`src/rtl/hazard_ctrl_if.sv`:
```
// Decode-side hazard information in, stall/forward controls out.
// master = pipeline datapath, slave = hazard controller.
interface hazard_ctrl_if #(
  parameter int CNT_W = 32
);
  logic [1:0]       Tuse_rs;
  logic [1:0]       Tuse_rt;
  logic [1:0]       TnewD;
  logic [4:0]       A_rsD;
  logic [4:0]       A_rtD;
  logic [4:0]       AwriteD;
  logic             RegWriteD;
  logic             stall;
  logic             flushE;
  logic [1:0]       fwdAD;
  logic [1:0]       fwdBD;
  logic [1:0]       fwdAE;
  logic [1:0]       fwdBE;
  logic [CNT_W-1:0] stall_cnt;

  modport master (
    output Tuse_rs, Tuse_rt, TnewD, A_rsD, A_rtD, AwriteD, RegWriteD,
    input  stall, flushE, fwdAD, fwdBD, fwdAE, fwdBE, stall_cnt
  );

  modport slave (
    input  Tuse_rs, Tuse_rt, TnewD, A_rsD, A_rtD, AwriteD, RegWriteD,
    output stall, flushE, fwdAD, fwdBD, fwdAE, fwdBE, stall_cnt
  );
endinterface

```
`src/rtl/hazard_ctrl.sv`:
```
// Stall/forwarding controller for the 5-stage pipeline, tracking shadow
// E/M/W records built from Decode's Tuse/Tnew and register addresses.
module hazard_ctrl #(
  parameter int CNT_W = 32
) (
  input  logic       clk,
  input  logic       reset,
  hazard_ctrl_if.slave io_bus
);

  typedef struct packed {
    logic [4:0] rs;
    logic [4:0] rt;
    logic [4:0] dst;
    logic [1:0] tnew;
    logic       wr;
  } rec_t;

  rec_t             r_e, r_m, r_w;
  rec_t             w_d;
  logic             w_stall;
  logic [1:0]       w_fwd_ad, w_fwd_bd, w_fwd_ae, w_fwd_be;
  logic [CNT_W-1:0] r_cnt;
  logic             w_unused;

  function automatic logic dep(input logic [4:0] a, input logic [1:0] tuse,
                               input rec_t e, input rec_t m);
    logic hit_e, hit_m;
    hit_e = (a == e.dst) && e.wr && (e.dst != 5'd0) && (tuse < e.tnew);
    hit_m = (a == m.dst) && m.wr && (m.dst != 5'd0) && (tuse < m.tnew);
    return (tuse != 2'd3) && (hit_e || hit_m);
  endfunction

  // M wins over W, but only once its result has actually been produced.
  function automatic logic [1:0] fwd_sel(input logic [4:0] a,
                                         input rec_t m, input rec_t w);
    if ((a == m.dst) && m.wr && (m.dst != 5'd0) && (m.tnew == 2'd0))
      return 2'b01;
    else if ((a == w.dst) && w.wr && (w.dst != 5'd0))
      return 2'b10;
    else
      return 2'b00;
  endfunction

  always_comb begin
    w_d      = '0;
    w_d.rs   = io_bus.A_rsD;
    w_d.rt   = io_bus.A_rtD;
    w_d.dst  = io_bus.RegWriteD ? io_bus.AwriteD : 5'd0;
    w_d.tnew = io_bus.TnewD;
    w_d.wr   = io_bus.RegWriteD;
  end

  always_comb begin
    w_stall  = dep(io_bus.A_rsD, io_bus.Tuse_rs, r_e, r_m) |
               dep(io_bus.A_rtD, io_bus.Tuse_rt, r_e, r_m);
    w_fwd_ad = fwd_sel(io_bus.A_rsD, r_m, r_w);
    w_fwd_bd = fwd_sel(io_bus.A_rtD, r_m, r_w);
    w_fwd_ae = fwd_sel(r_e.rs, r_m, r_w);
    w_fwd_be = fwd_sel(r_e.rt, r_m, r_w);
  end

  always_ff @(posedge clk) begin
    if (reset) begin
      r_e   <= '0;
      r_m   <= '0;
      r_w   <= '0;
      r_cnt <= '0;
    end else begin
      r_e      <= w_stall ? '0 : w_d;
      r_m      <= r_e;
      r_m.tnew <= (r_e.tnew == 2'd0) ? 2'd0 : r_e.tnew - 2'd1;
      r_w      <= r_m;
      r_w.tnew <= 2'd0;
      if (w_stall && (r_cnt != '1))
        r_cnt <= r_cnt + 1'b1;
    end
  end

  // Source addresses of M/W are kept for record completeness only.
  assign w_unused = ^{r_m.rs, r_m.rt, r_w.rs, r_w.rt, r_w.tnew};

  assign io_bus.stall     = w_stall;
  assign io_bus.flushE    = w_stall;
  assign io_bus.fwdAD     = w_fwd_ad;
  assign io_bus.fwdBD     = w_fwd_bd;
  assign io_bus.fwdAE     = w_fwd_ae;
  assign io_bus.fwdBE     = w_fwd_be;
  assign io_bus.stall_cnt = r_cnt;

endmodule

```
`src/flat_wrapper.sv`:
```
// flat-port wrapper written by rule: the top's interface ports become plain ports
module hazard_ctrl_flat 
#(
  parameter int CNT_W = 32
)
  (clk, reset, io_bus_Tuse_rs, io_bus_Tuse_rt, io_bus_TnewD, io_bus_A_rsD, io_bus_A_rtD, io_bus_AwriteD, io_bus_RegWriteD, io_bus_stall, io_bus_flushE, io_bus_fwdAD, io_bus_fwdBD, io_bus_fwdAE, io_bus_fwdBE, io_bus_stall_cnt);
  hazard_ctrl_if #(.CNT_W(CNT_W)) io_bus_i ();
  input  logic clk;
  input  logic reset;
  input wire logic [$bits(io_bus_i.Tuse_rs)-1:0] io_bus_Tuse_rs;
  input wire logic [$bits(io_bus_i.Tuse_rt)-1:0] io_bus_Tuse_rt;
  input wire logic [$bits(io_bus_i.TnewD)-1:0] io_bus_TnewD;
  input wire logic [$bits(io_bus_i.A_rsD)-1:0] io_bus_A_rsD;
  input wire logic [$bits(io_bus_i.A_rtD)-1:0] io_bus_A_rtD;
  input wire logic [$bits(io_bus_i.AwriteD)-1:0] io_bus_AwriteD;
  input wire logic [$bits(io_bus_i.RegWriteD)-1:0] io_bus_RegWriteD;
  output wire logic [$bits(io_bus_i.stall)-1:0] io_bus_stall;
  output wire logic [$bits(io_bus_i.flushE)-1:0] io_bus_flushE;
  output wire logic [$bits(io_bus_i.fwdAD)-1:0] io_bus_fwdAD;
  output wire logic [$bits(io_bus_i.fwdBD)-1:0] io_bus_fwdBD;
  output wire logic [$bits(io_bus_i.fwdAE)-1:0] io_bus_fwdAE;
  output wire logic [$bits(io_bus_i.fwdBE)-1:0] io_bus_fwdBE;
  output wire logic [$bits(io_bus_i.stall_cnt)-1:0] io_bus_stall_cnt;
  assign io_bus_i.Tuse_rs = io_bus_Tuse_rs;
  assign io_bus_i.Tuse_rt = io_bus_Tuse_rt;
  assign io_bus_i.TnewD = io_bus_TnewD;
  assign io_bus_i.A_rsD = io_bus_A_rsD;
  assign io_bus_i.A_rtD = io_bus_A_rtD;
  assign io_bus_i.AwriteD = io_bus_AwriteD;
  assign io_bus_i.RegWriteD = io_bus_RegWriteD;
  assign io_bus_stall = io_bus_i.stall;
  assign io_bus_flushE = io_bus_i.flushE;
  assign io_bus_fwdAD = io_bus_i.fwdAD;
  assign io_bus_fwdBD = io_bus_i.fwdBD;
  assign io_bus_fwdAE = io_bus_i.fwdAE;
  assign io_bus_fwdBE = io_bus_i.fwdBE;
  assign io_bus_stall_cnt = io_bus_i.stall_cnt;
  hazard_ctrl #(.CNT_W(CNT_W)) u_core (.clk(clk), .reset(reset), .io_bus(io_bus_i));
endmodule
```
`config.mk`:
```
export PLATFORM = sky130hd
export DESIGN_NAME = hazard_ctrl_flat
export DESIGN_NICKNAME = d
export VERILOG_FILES = /design/src/rtl/hazard_ctrl_if.sv /design/src/rtl/hazard_ctrl.sv /design/src/flat_wrapper.sv
export SDC_FILE = /design/constraint.sdc
export NUM_CORES = 1
export LEC_CHECK = 0
export BUFFER_PORTS_ARGS = -buffer_cell sky130_fd_sc_hd__buf_4
export CORE_MARGIN = 3
export CORE_UTILIZATION = 25
export DETAILED_ROUTE_END_ITERATION = 8
export SLEW_MARGIN = 30
export SYNTH_ARGS = -nofsm -noshare
export SYNTH_HDL_FRONTEND = slang
export SYNTH_SLANG_ARGS = --single-unit
```
`constraint.sdc`:
```
create_clock -name clk -period 3.3 [get_ports clk]
set_input_delay 0.165 -clock clk [delete_from_list [all_inputs] [get_ports clk]]
set_output_delay 0.165 -clock clk [all_outputs]
set_load 0.01 [all_outputs]
```
### Word level (Yosys, flattened, before mapping)

Index checks and enable logic that the tools add are counted.

* word-level logic and storage cells: 81
* bits of input ports: 24
* register bits after elaboration: 64

* equal/unequal tests: 13
* mux-type cells: 8
* bitwise operators: 2
* reduce and logical (&&, ||, !) cells: 41
* add/sub/neg operators: 2
* $lt $le $gt $ge: 4

Operators by type and width (count)
* $eq 5x5->1: 10
* $add 32x1->32 const B: 1
* $ne 32x32->1 const B: 1
* $logic_and 1x1->1: 31
* $mux 2: 8
* $reduce_bool 5->1: 3
* $lt 2x2->1: 4
* $logic_not 2->1: 2
* $ne 2x2->1 const B: 2
* $reduce_or 2->1: 2
* $reduce_or 3->1: 1
* $logic_or 1x1->1: 2
* $sub 2x1->2 const B: 1
* $not 1->1: 1
* $or 1x1->1: 1

### Longest topological paths before layout

Gate-level depths: netlist of the first run.

* depth after elaboration: 8
* mapped depth: 11
* gate-level depth less buffers: 9

### Worst setup path before layout of the first run

No wires, ideal clock.

* path type: register to register
* from: register u_core.r_m[2] (netlist name)
* to: register u_core.r_cnt[24], in the netlist u_core.io_bus.stall_cnt[24]
* data arrival time: 2.172 ns
* stages on the path, launching flop included: 11
* slack: 1.007 ns
* library setup time: 0.121 ns
* cell sequence: dfxtp_1 -> inv_1 -> ha_1 -> nor2b_1 -> o22ai_4 -> nand4_2 -> a21oi_4 -> nor2_4 -> buf_6 -> nor4_4 -> mux2_4

* longest elaborated chain between the ends: 6
* elaborated cells on any way between the ends: 10

RTL lines
* start, declared: RTL line hazard_ctrl.sv:19 `rec_t r_e, r_m, r_w;`
* start signal, assigned: RTL line hazard_ctrl.sv:71 `r_m <= r_e;`
* $lt 2x2->1: RTL line hazard_ctrl.sv:30 `hit_m = (a == m.dst) && m.wr && (m.dst != 5'd0) && (tuse < m.tnew);`
* $logic_and 1x1->1: RTL line hazard_ctrl.sv:30
* $logic_or 1x1->1: RTL line hazard_ctrl.sv:31 `return (tuse != 2'd3) && (hit_e || hit_m);`
* $logic_and 1x1->1: RTL line hazard_ctrl.sv:31
* $or 1x1->1 (*): RTL line hazard_ctrl.sv:55 `w_stall = dep(io_bus.A_rsD, io_bus.Tuse_rs, r_e, r_m) |`
* $logic_and 1x1->1 (*): RTL line hazard_ctrl.sv:75 `if (w_stall && (r_cnt != '1))`
* end signal, assigned: RTL line hazard_ctrl.sv:76 `r_cnt <= r_cnt + 1'b1;`
* end, declared: RTL line hazard_ctrl.sv:23 `logic [CNT_W-1:0] r_cnt;`

Every way passes the cells marked *; elsewhere a longest branch is shown, timed or not.
A chain may end at the register's enable or synchronous reset.

### Worst setup path after layout of the first run

* from: register u_core.r_m[5] (netlist name)
* to: output io_bus_fwdBE[1]

* longest elaborated chain between the ends: 5
* elaborated cells on any way between the ends: 6

RTL lines
* $eq 5x5->1: RTL line hazard_ctrl.sv:37 `if ((a == m.dst) && m.wr && (m.dst != 5'd0) && (m.tnew == 2'd0))`
* $logic_and 1x1->1: RTL line hazard_ctrl.sv:37
* $logic_and 1x1->1 (*) (2 in a row): RTL line hazard_ctrl.sv:37
* $mux 2 (*): RTL line hazard_ctrl.sv:37
* end, declared: RTL line flat_wrapper.sv:22 `output wire logic [$bits(io_bus_i.fwdBE)-1:0] io_bus_fwdBE;`

Marks and branches as above.

==> results of run 1 <==
## worst paths after layout
| check | endpoint | slack [ns] | cells after the start |
|---|---|---|---|
| min | u_core.r_e[1] | 0.05 | 2 |
| min reg2reg | u_core.r_m[1] | 0.42 | 1 |
| max | io_bus_fwdBE[1] | 0.73 | 6 |
| max reg2reg | u_core.io_bus.stall_cnt[26] | 0.90 | 8 |
## worst max-delay path, stage by stage (launching register included)
cell,delay (ns)
dfxtp_1,0.42
or4_4,0.57
o21ai_4,0.18
or3_1,0.26
nor4_1,0.12
nor4_1,0.34
buf_4,0.18
## cell type report
type                            count  area, µm²
Sequential cell                    64       1281
Inverter                            8      30.03
Timing Repair Buffer               65      488.0
Tap cell                          176      220.2
Clock inverter                      7      72.57
Clock buffer                        9      225.2
Fill cell                        1371       9026
Multi-Input combinational cell    281       1952
## logic make-up after synthesis
logic type | count (synthesis) | share of synthesized area, %
simple gates | 152 | 27.85
compound gates | 69 | 12.93
flops | 64 | 37.62
xor+xnor | 52 | 13.59
buf+inv | 30 | 5.069
fa+ha+maj | 6 | 2.204
mux | 2 | 0.7346
## power groups by stage
stage | combinational [mW] | sequential [mW] | clock, mW
2_1_floorplan | 0.0909 | 0.815 | 0
3_3_place_gp | 0.131 | 0.824 | 0
3_5_place_dp | 0.134 | 0.824 | 0
4_1_cts | 0.135 | 0.807 | 0.970
5_1_grt | 0.148 | 0.809 | 1.00
6_report | 0.133 | 0.807 | 0.946
## sequential cells by signal (all words and copies together), names as in the netlist
signal / flops
u_core.r_w: 6
u_core.r_m: 8
u_core.io_bus.stall_cnt: 32
u_core.r_e: 18
## layout by cell type, fill, tap and decap left out, drive strengths merged, types with 7 or more instances in the layout
cell	synthesis	final
dfxtp	64	64
or3	19	19
nor3	10	10
clkbuf	9	9
and2	13	13
nor2b	17	17
or4	16	16
buf	13	65
o31ai	10	10
a21oi	29	29
nor4	7	7
o21ai	26	26
and3	8	8
xor2	43	43
nand2	13	13
nor2	15	15
nand4	15	15
inv	8	8
nand3	14	14
xnor2	9	9
## routing by layer
metal	global-route usage (%)	up-vias	routed length (µm)
met5	0	-	0
met4	4.269	0	153
met3	3.364	8	438
met2	17.77	77	3990
met1	15.39	1346	3839
li1	-	1453	-
## stage by stage
step	cell area, µm²	hold WS (ns)	instances	setup WS (ns)	power [mW]
2_1_floorplan	3406	0.2867	375	1.007	0.9062
3_3_place_gp	3971	0.3920	594	0.8730	0.9546
3_5_place_dp	3971	0.3893	594	0.8729	0.9585
4_1_cts	4269	0.04233	610	0.7028	1.912
5_1_grt	4269	0.04625	610	0.5772	1.957
6_report	4269	0.04790	610	0.7339	1.886
==> results.ini, run 1 <==
[run_status]
status=completed

[global_route]
grt_use_total_pct=11.58
antenna_found_initial=0
grt_pass1_vias=2637
grt_pass1_wl_mm=13.58
grt_max_degree=50
overflow=0

[routing]
drc=0
avgViaCountPerCell=4.728
drt_iter0_drc=153
antenna_left=0
wl_per_cell_um=13.80
vias=2884
wl_mm=8.421
drt-pass1-iter-count=4

[timing]
skew_ns=0.007863
fmax_mhz=389.7
hold_viol=0
min_period_ns=2.566
slew_headroom_pct=53.43
maxSlewViolCount=0
grt_setup_unrepaired=false
fin_tns_setup_ns=0
worst_pin_slew_ns=0.6959
timing.final.crit_share_pct=77.76
setup_viol=0

[die]
start_util_pct=25.62
io_pins=66
die_y_um=122.7
dieArea_mm2=0.01506
core_mm2=0.01330
die_w_um=122.7
rows=42

[yosys]
synth_ff_type=dfxtp_1
syn-num-nets=405
synth-edff-count=0
synth_area_leader_cell=dfxtp_1
synth_cell_types=45
synth_top_area_share_pct=37.62
synth.top_cells.by_count=dfxtp_1 (64), xor2_1 (42), a21oi_1 (27)
netlist_area_mm2=0.003406
ys_seq_elements=64
synth_cells=375
async_flop_share_pct=0
synth_area_leaders=dfxtp_1 (38%), xor2_1 (11%), a21oi_1 (4.0%)
syn_area_per_cell_um2=9.082
synth.most_common_cell=dfxtp_1
ys.warnings.count=0
synth_seq_area_share_pct=37.62

[hold_path]
min_from=io_bus_TnewD[0]
hold_class=input port to flop

[flow_run]
cap_violations=0

[clock_tree]
cts_buffers=9
insertion_delay_ns=0.33
postCtsSetupRepairBufs=0
ctsResizeCount=0
cts_buffer_depth=2
cts_tree=built
ctsRootBufferMaster=clkbuf_16
postCtsHoldBufs=0
path_clk_slew_ns=0.06
clock_sinks=64
cts_max_level=3

[worst_setup_path]
reg2reg_from=u_core.io_bus.stall_cnt[0]
worst_ep_required_time_ns=3.13
critical_path_class=flop to primary output
cp-startpoint=u_core.r_m[5]
cp-start-kind=flop
cp.arrival_ns=2.40
cp-end-kind=primary output
crit_path_max_fanout=6

[pwr]
p_comb_share_pct=7.0
ir_drop_mv=0.2539
p_clk_share_pct=50.2
p_int_mw=1.438
leakagePower_nw=1.670
seqPwrFrac_pct=42.8
switching_power_uw=447.8
power.density_mw_per_mm2=441.8
sw_frac_of_total_pct=23.75

[final_layout]
fin_util_pct=32.11
post_route_cells_drive_above_1_share_pct=23.50
area_growth_pct=25.35
nets=459
diodes=0

[placement]
io_buffers=65
hpwl_mm=6.172
place_congestion=0.8590

(Power assumes the default switching activity.)
==> run 2, diff against run 1 <==
==> constraint.sdc (replaced) <==
create_clock -name clk -period 2.5 [get_ports clk]
set_input_delay 0.125 -clock clk [delete_from_list [all_inputs] [get_ports clk]]
set_output_delay 0.125 -clock clk [all_outputs]
set_load 0.01 [all_outputs]
==> run 2 against run 1 <==
  * Hold slack worse by 0.026 ns
  * Sequential cell count did not move
  * Sequential share of layout area fell by 0.50 points
  * Critical endpoint is now io_bus_fwdAE[1]
  * Highest routed layer unchanged
  * Non-clock buffer count is 9 higher
==> results.ini, run 2 (same netlist as run 1, synthesis figures left out) <==
[run_status]
status=completed

[worst_setup_path]
path_delay_family=simple AND/OR/NAND/NOR gates
r2r_end=u_core.io_bus.stall_cnt[7]
critical_path_class=flop to primary output
cp-end-kind=primary output
path_cells=or4_4 -> o21ai_4 -> or3_4 -> nor4_1 -> nor4_1 -> buf_4
reg2reg_from=u_core.r_m[2]
crit_buf_inv=1  ; unchanged
cp-start-kind=flop
cp-startpoint=u_core.r_m[4]
reg2reg_depth=9  ; +1
r2r_slack_ns=0.16  ; -0.74 ns
crit_path_max_fanout=6  ; unchanged
critPathMostFrequentCell=nor4_1
slowest_stage=or4_4
max_stage_delay_ns=0.58  ; about the same
cp.arrival_ns=2.25  ; -0.15 ns
worst_ep_required_time_ns=2.38  ; -0.75 ns

[timing]
skew_ns=0.006904  ; -0.0009588 ns
timing.hold.ws_ns=0.02166  ; -0.02624 ns
grt_setup_unrepaired=true
min_period_ns=2.377
timing.final.crit_share_pct=95.10
worst_pin_slew_ns=0.7083  ; +0.01238 ns
setup_viol=0  ; unchanged
fin_tns_setup_ns=0  ; unchanged
hold_viol=0  ; unchanged
maxSlewViolCount=0  ; unchanged
slew_headroom_pct=52.60  ; -0.83 points
fmax_mhz=420.6

[clock_tree]
cts_buffer_depth=2  ; unchanged
ctsRootBufferMaster=clkbuf_16
clock_sinks=64  ; unchanged
cts_tree=built
path_clk_slew_ns=0.06  ; about the same
cts_max_level=3  ; unchanged
insertion_delay_ns=0.33  ; about the same
cts_buffers=9  ; unchanged

[placement]
io_buffers=65  ; unchanged
hpwl_mm=6.449  ; +4.5%
place_congestion=0.8134  ; -5.3%

[routing]
antenna_left=0  ; unchanged
vias=2941  ; +2.0%
drt-pass1-iter-count=4  ; unchanged
wl_per_cell_um=13.98  ; +1.3%
wl_mm=8.654  ; +2.8%
drc=0  ; unchanged
avgViaCountPerCell=4.751  ; +0.49%
drt_iter0_drc=91  ; -41%

[flow_run]
cap_violations=0  ; unchanged

[die]
start_util_pct=25.62  ; unchanged
core_mm2=0.01330  ; unchanged
die_w_um=122.7  ; unchanged
die_y_um=122.7  ; unchanged
rows=42  ; unchanged
io_pins=66  ; unchanged
dieArea_mm2=0.01506  ; unchanged

[final_layout]
largest_register_ffs=32  ; unchanged
layout_common_cells=buf_4 (73), dfxtp_1 (63), xor2_1 (42), a21oi_1 (27), or3_1 (18)
area_growth_pct=27.59
nets=468  ; +2.0%
diodes=0  ; unchanged
post_route_cells_drive_above_1_share_pct=25.28  ; +1.8 points
fillers=1365  ; -0.44%
final_common_cell=buf_4

[hold_path]
whs_path_depth=2  ; unchanged
hold_class=input port to flop
min_from=io_bus_TnewD[0]
hold_end=u_core.r_e[1]

[global_route]
overflow=0  ; unchanged
grt_pass1_vias=2854  ; +8.2%
grt_max_degree=50  ; unchanged
antenna_found_initial=0  ; unchanged
grt_use_total_pct=11.91  ; +0.33 points
grt_pass1_wl_mm=14.00  ; +3.1%

[pwr]
leakagePower_nw=1.719  ; +2.9%
ir_drop_mv=0.2157  ; -15%
power.density_mw_per_mm2=572.4  ; +30%

==> run 2: cell count changes in the layout (fill, tap and decap cells not counted) <==
cell	previous run	this run
buf_4	65	73
dfxtp_1	64	63
dfxtp_2	0	1
dlygate4sd3_1	0	1
or3_1	19	18
or3_4	0	1
==> run 2: where the power goes <==
group | leakage, nW | internal (mW) | switching [mW] | total [mW]
Clock | 0.141 | 0.770 | 0.474 | 1.24
Combinational | 1.06 | 0.0879 | 0.0891 | 0.177
Sequential | 0.521 | 1.04 | 0.0243 | 1.07
==> run 2: layout make-up <==
cell class / instances / area, µm² / area share [%]
timing repair buffer: 74 / 558.0 / 12.84
inverter: 8 / 30.03 / 0.6910
tap: 176 / 220.2 / 5.068
clock buffer: 9 / 225.2 / 5.183
clock inverter: 7 / 72.57 / 1.670
multi-input combinational: 281 / 1957 / 45.03
sequential: 64 / 1282 / 29.51
==> run 2: how the worst max path moves through the flow <==
stage,to,depth (start not counted)
final,io_bus_fwdAE[1],6
after CTS,io_bus_fwdAD[1],6
after detailed placement,u_core.io_bus.stall_cnt[7],9
after global routing,u_core.io_bus.stall_cnt[7],9
after global placement,u_core.io_bus.stall_cnt[7],9
after floorplan,u_core.io_bus.stall_cnt[24],10
==> run 2: stage by stage <==
stage / total power, mW / util, % / cell area [µm²] / instances / worst slack [ns]
final: 2.487 / 32.68 / 4345 / 619 / 0.1226
after global routing: 2.573 / 32.68 / 4345 / 619 / -0.04179
after CTS: 2.519 / 32.45 / 4314 / 615 / 0.05177
after detailed placement: 1.265 / 30.10 / 4001 / 598 / 0.1045
after global placement: 1.260 / 30.10 / 4001 / 598 / 0.1596
after floorplan: 1.196 / - / 3406 / 375 / 0.2068
==> run 2: what timing repair did <==
item / in CTS / in global routing
gates resized for setup: 1 / 1
endpoints found under the hold margin: 1 / 0
pin swaps: 0 / 7
hold buffers: 1 / 0
buffers inserted: 0 / 4
setup endpoints to repair: 3 / 27
==> run 2: per-layer routing <==
metal,wire length (µm),global-route usage [%],vias to the layer above
met4,140,3.989,0
met5,0,0,-
met1,3818,14.77,1401
met3,430,3.318,10
li1,-,-,1467
met2,4265,19.88,63
==> run 3, diff against run 2 <==
--- a/config.mk
+++ b/config.mk
@@ -9,6 +9,7 @@
 export CORE_MARGIN = 3
 export CORE_UTILIZATION = 25
 export DETAILED_ROUTE_END_ITERATION = 8
+export REMOVE_ABC_BUFFERS = 1
 export SLEW_MARGIN = 30
 export SYNTH_ARGS = -nofsm -noshare
 export SYNTH_HDL_FRONTEND = slang
==> run 3 against run 2 <==
  * Sequential share of layout area grew 0.10 points
  * Hold slack lost 0.011 ns
  * Register-to-register slack lost 0.04 ns
  * Combinational power grew 2%
  * First-iteration DRC count grew 33%
  * Global-route usage grew 0.27 points
  * Clock skew grew 0.0019 ns
  * Die area is the same
  * Clock power is essentially flat
  * Sequential cell count is the same
  * Critical endpoint unchanged
  * Sequential power is essentially flat
==> results.ini, run 3 (same netlist as run 1, synthesis figures left out) <==
[routing]
vias=2917  ; -0.82%
wl_mm=8.817  ; +1.9%
drc=0  ; unchanged
drt_iter0_drc=121  ; +33%
antenna_left=0  ; unchanged
drt-pass1-iter-count=6  ; +2
avgViaCountPerCell=4.735  ; -0.33%
wl_per_cell_um=14.31  ; +2.4%

[worst_setup_path]
cp.arrival_ns=2.28  ; +0.03 ns
r2r_end=u_core.io_bus.stall_cnt[7]
cp-startpoint=u_core.r_m[5]
reg2reg_depth=7  ; -2
crit_path_max_fanout=6  ; unchanged
cp-start-kind=flop
worstSetupEndpoint=io_bus_fwdAE[1]
worst_ep_required_time_ns=2.38  ; about the same
r2r_slack_ns=0.12  ; -0.04 ns
critical_path_class=flop to primary output
reg2reg_from=u_core.r_m[6]
cp-end-kind=primary output

[timing]
maxSlewViolCount=0  ; unchanged
fmax_mhz=416.2  ; -1.1%
min_period_ns=2.403  ; +0.02524 ns
worst_pin_slew_ns=0.7259  ; +0.01765 ns
skew_ns=0.008850  ; +0.001946 ns
setup_slack_ns=0.09738  ; -0.02524 ns
timing.final.crit_share_pct=96.10  ; +1.0 points
fin_tns_setup_ns=0  ; unchanged
setup_viol=0  ; unchanged
grt_setup_unrepaired=true
hold_viol=0  ; unchanged
slew_headroom_pct=51.42  ; -1.2 points

[clock_tree]
ctsRootBufferMaster=clkbuf_16
cts_buffers=9  ; unchanged
cts_buffer_depth=2  ; unchanged
cts_max_level=3  ; unchanged
cts_tree=built
path_clk_slew_ns=0.05  ; about the same
insertion_delay_ns=0.33  ; about the same
clock_sinks=64  ; unchanged

[global_route]
grt_use_total_pct=12.18  ; +0.27 points
overflow=0  ; unchanged
grt_max_degree=50  ; unchanged
met3_usage_pct=3.548  ; +0.23 points
grt_use_met2_pct=19.51  ; -0.38 points
grt.busiest_layer=met2
use_met1_pct=15.07  ; +0.31 points
antenna_found_initial=0  ; unchanged
grt_pass1_wl_mm=14.34  ; +2.4%
grt_pass1_vias=2852  ; -0.070%

[hold_path]
hold_class=input port to flop

[pwr]
switching_power_uw=565.5  ; -3.7%
p_int_mw=1.953  ; +2.8%
sw_frac_of_total_pct=22.46  ; -1.2 points
seqPwrFrac_pct=42.4  ; -0.5 points
power_mw=2.518  ; +1.2%
p_comb_share_pct=7.2  ; about the same
leakagePower_nw=1.711  ; -0.47%
ir_drop_mv=0.2352  ; +9.0%
power.density_mw_per_mm2=579.9  ; +1.3%
p_clk_share_pct=50.4  ; +0.4 points

[final_layout]
nets=465  ; -0.64%
area_growth_pct=27.52  ; about the same
multi_input_area_mm2=0.001963  ; +0.32%
diodes=0  ; unchanged
sequential_cell_area_mm2=0.001286  ; +0.29%
layout_common_cells=buf_4 (70), dfxtp_1 (60), xor2_1 (42), a21oi_1 (27), or3_1 (18)
largest_register_ffs=32  ; unchanged
fin_util_pct=32.67  ; about the same
fillers=1365  ; unchanged
post_route_cells_drive_above_1_share_pct=25.68  ; +0.40 points
final_common_cell=buf_4

[placement]
dpl_worst_slack_ns=0.1223  ; +0.01774 ns
io_buffers=65  ; unchanged
hpwl_mm=6.533  ; +1.3%
place_congestion=0.8051  ; -1.0%

[run_status]
status=completed

[die]
rows=42  ; unchanged
start_util_pct=25.62  ; unchanged
io_pins=66  ; unchanged
dieArea_mm2=0.01506  ; unchanged
core_mm2=0.01330  ; unchanged
die_w_um=122.7  ; unchanged
die_y_um=122.7  ; unchanged

[flow_run]
cap_violations=0  ; unchanged

run 3: how the worst min path moves through the flow:
stage / start / to / depth (start not counted)
2_1_floorplan: reset / u_core.io_bus.stall_cnt[10] / 1
5_1_grt: io_bus_TnewD[1] / u_core.r_e[2] / 2
6_report: io_bus_TnewD[1] / u_core.r_e[2] / 2
3_5_place_dp: io_bus_TnewD[0] / u_core.r_e[1] / 2
4_1_cts: io_bus_TnewD[1] / u_core.r_e[2] / 2
3_3_place_gp: io_bus_TnewD[0] / u_core.r_e[1] / 2
run 3: critical path, cell delays in order (launching register included):
cell and delay [ns]:
dfxtp_1 0.56, or4_4 0.23, o21ai_4 0.06, or3_4 0.38, nor4_1 0.43, nor4_1 0.12
buf_4 0.16
run 3: stage by stage:
step | area, µm² | std cells | hold WS, ns
3_3_place_gp | 4001 | 598 | 0.3345
3_5_place_dp | 4001 | 598 | 0.3367
4_1_cts | 4324 | 615 | 0.002004
5_1_grt | 4343 | 616 | 0.006386
2_1_floorplan | 3263 | 353 | 0.1941
6_report | 4343 | 616 | 0.01072
run 3: power by group through the flow:
stage	sequential, mW	combinational [mW]	clock [mW]
final	1.07	0.181	1.27
after global routing	1.07	0.201	1.35
after CTS	1.07	0.183	1.30
after detailed placement	1.09	0.181	0
after global placement	1.09	0.175	0
after floorplan	1.08	0.0996	0
run 3: area by class of cell:
cell class / instances / area share, %
Tap cell: 176 / 5.071
Timing Repair Buffer: 71 / 12.33
Sequential cell: 64 / 29.62
Multi-Input combinational cell: 281 / 45.20
Inverter: 8 / 0.6914
Clock inverter: 5 / 1.268
Clock buffer: 11 / 5.820
run 3: timing repair:
action / CTS / global route
resized for setup: 1 / 5
setup endpoints to repair: 3 / 7
setup buffers: 0 / 1
endpoints found under the hold margin: 1 / 0
hold buffers: 1 / 0
pin swaps: 0 / 6
run 3: routing by layer:
layer	up-vias	share of wire [%]
li1	1460	-
met1	1372	44
met2	70	49
met3	15	5.1
met4	0	2.2
met5	-	0
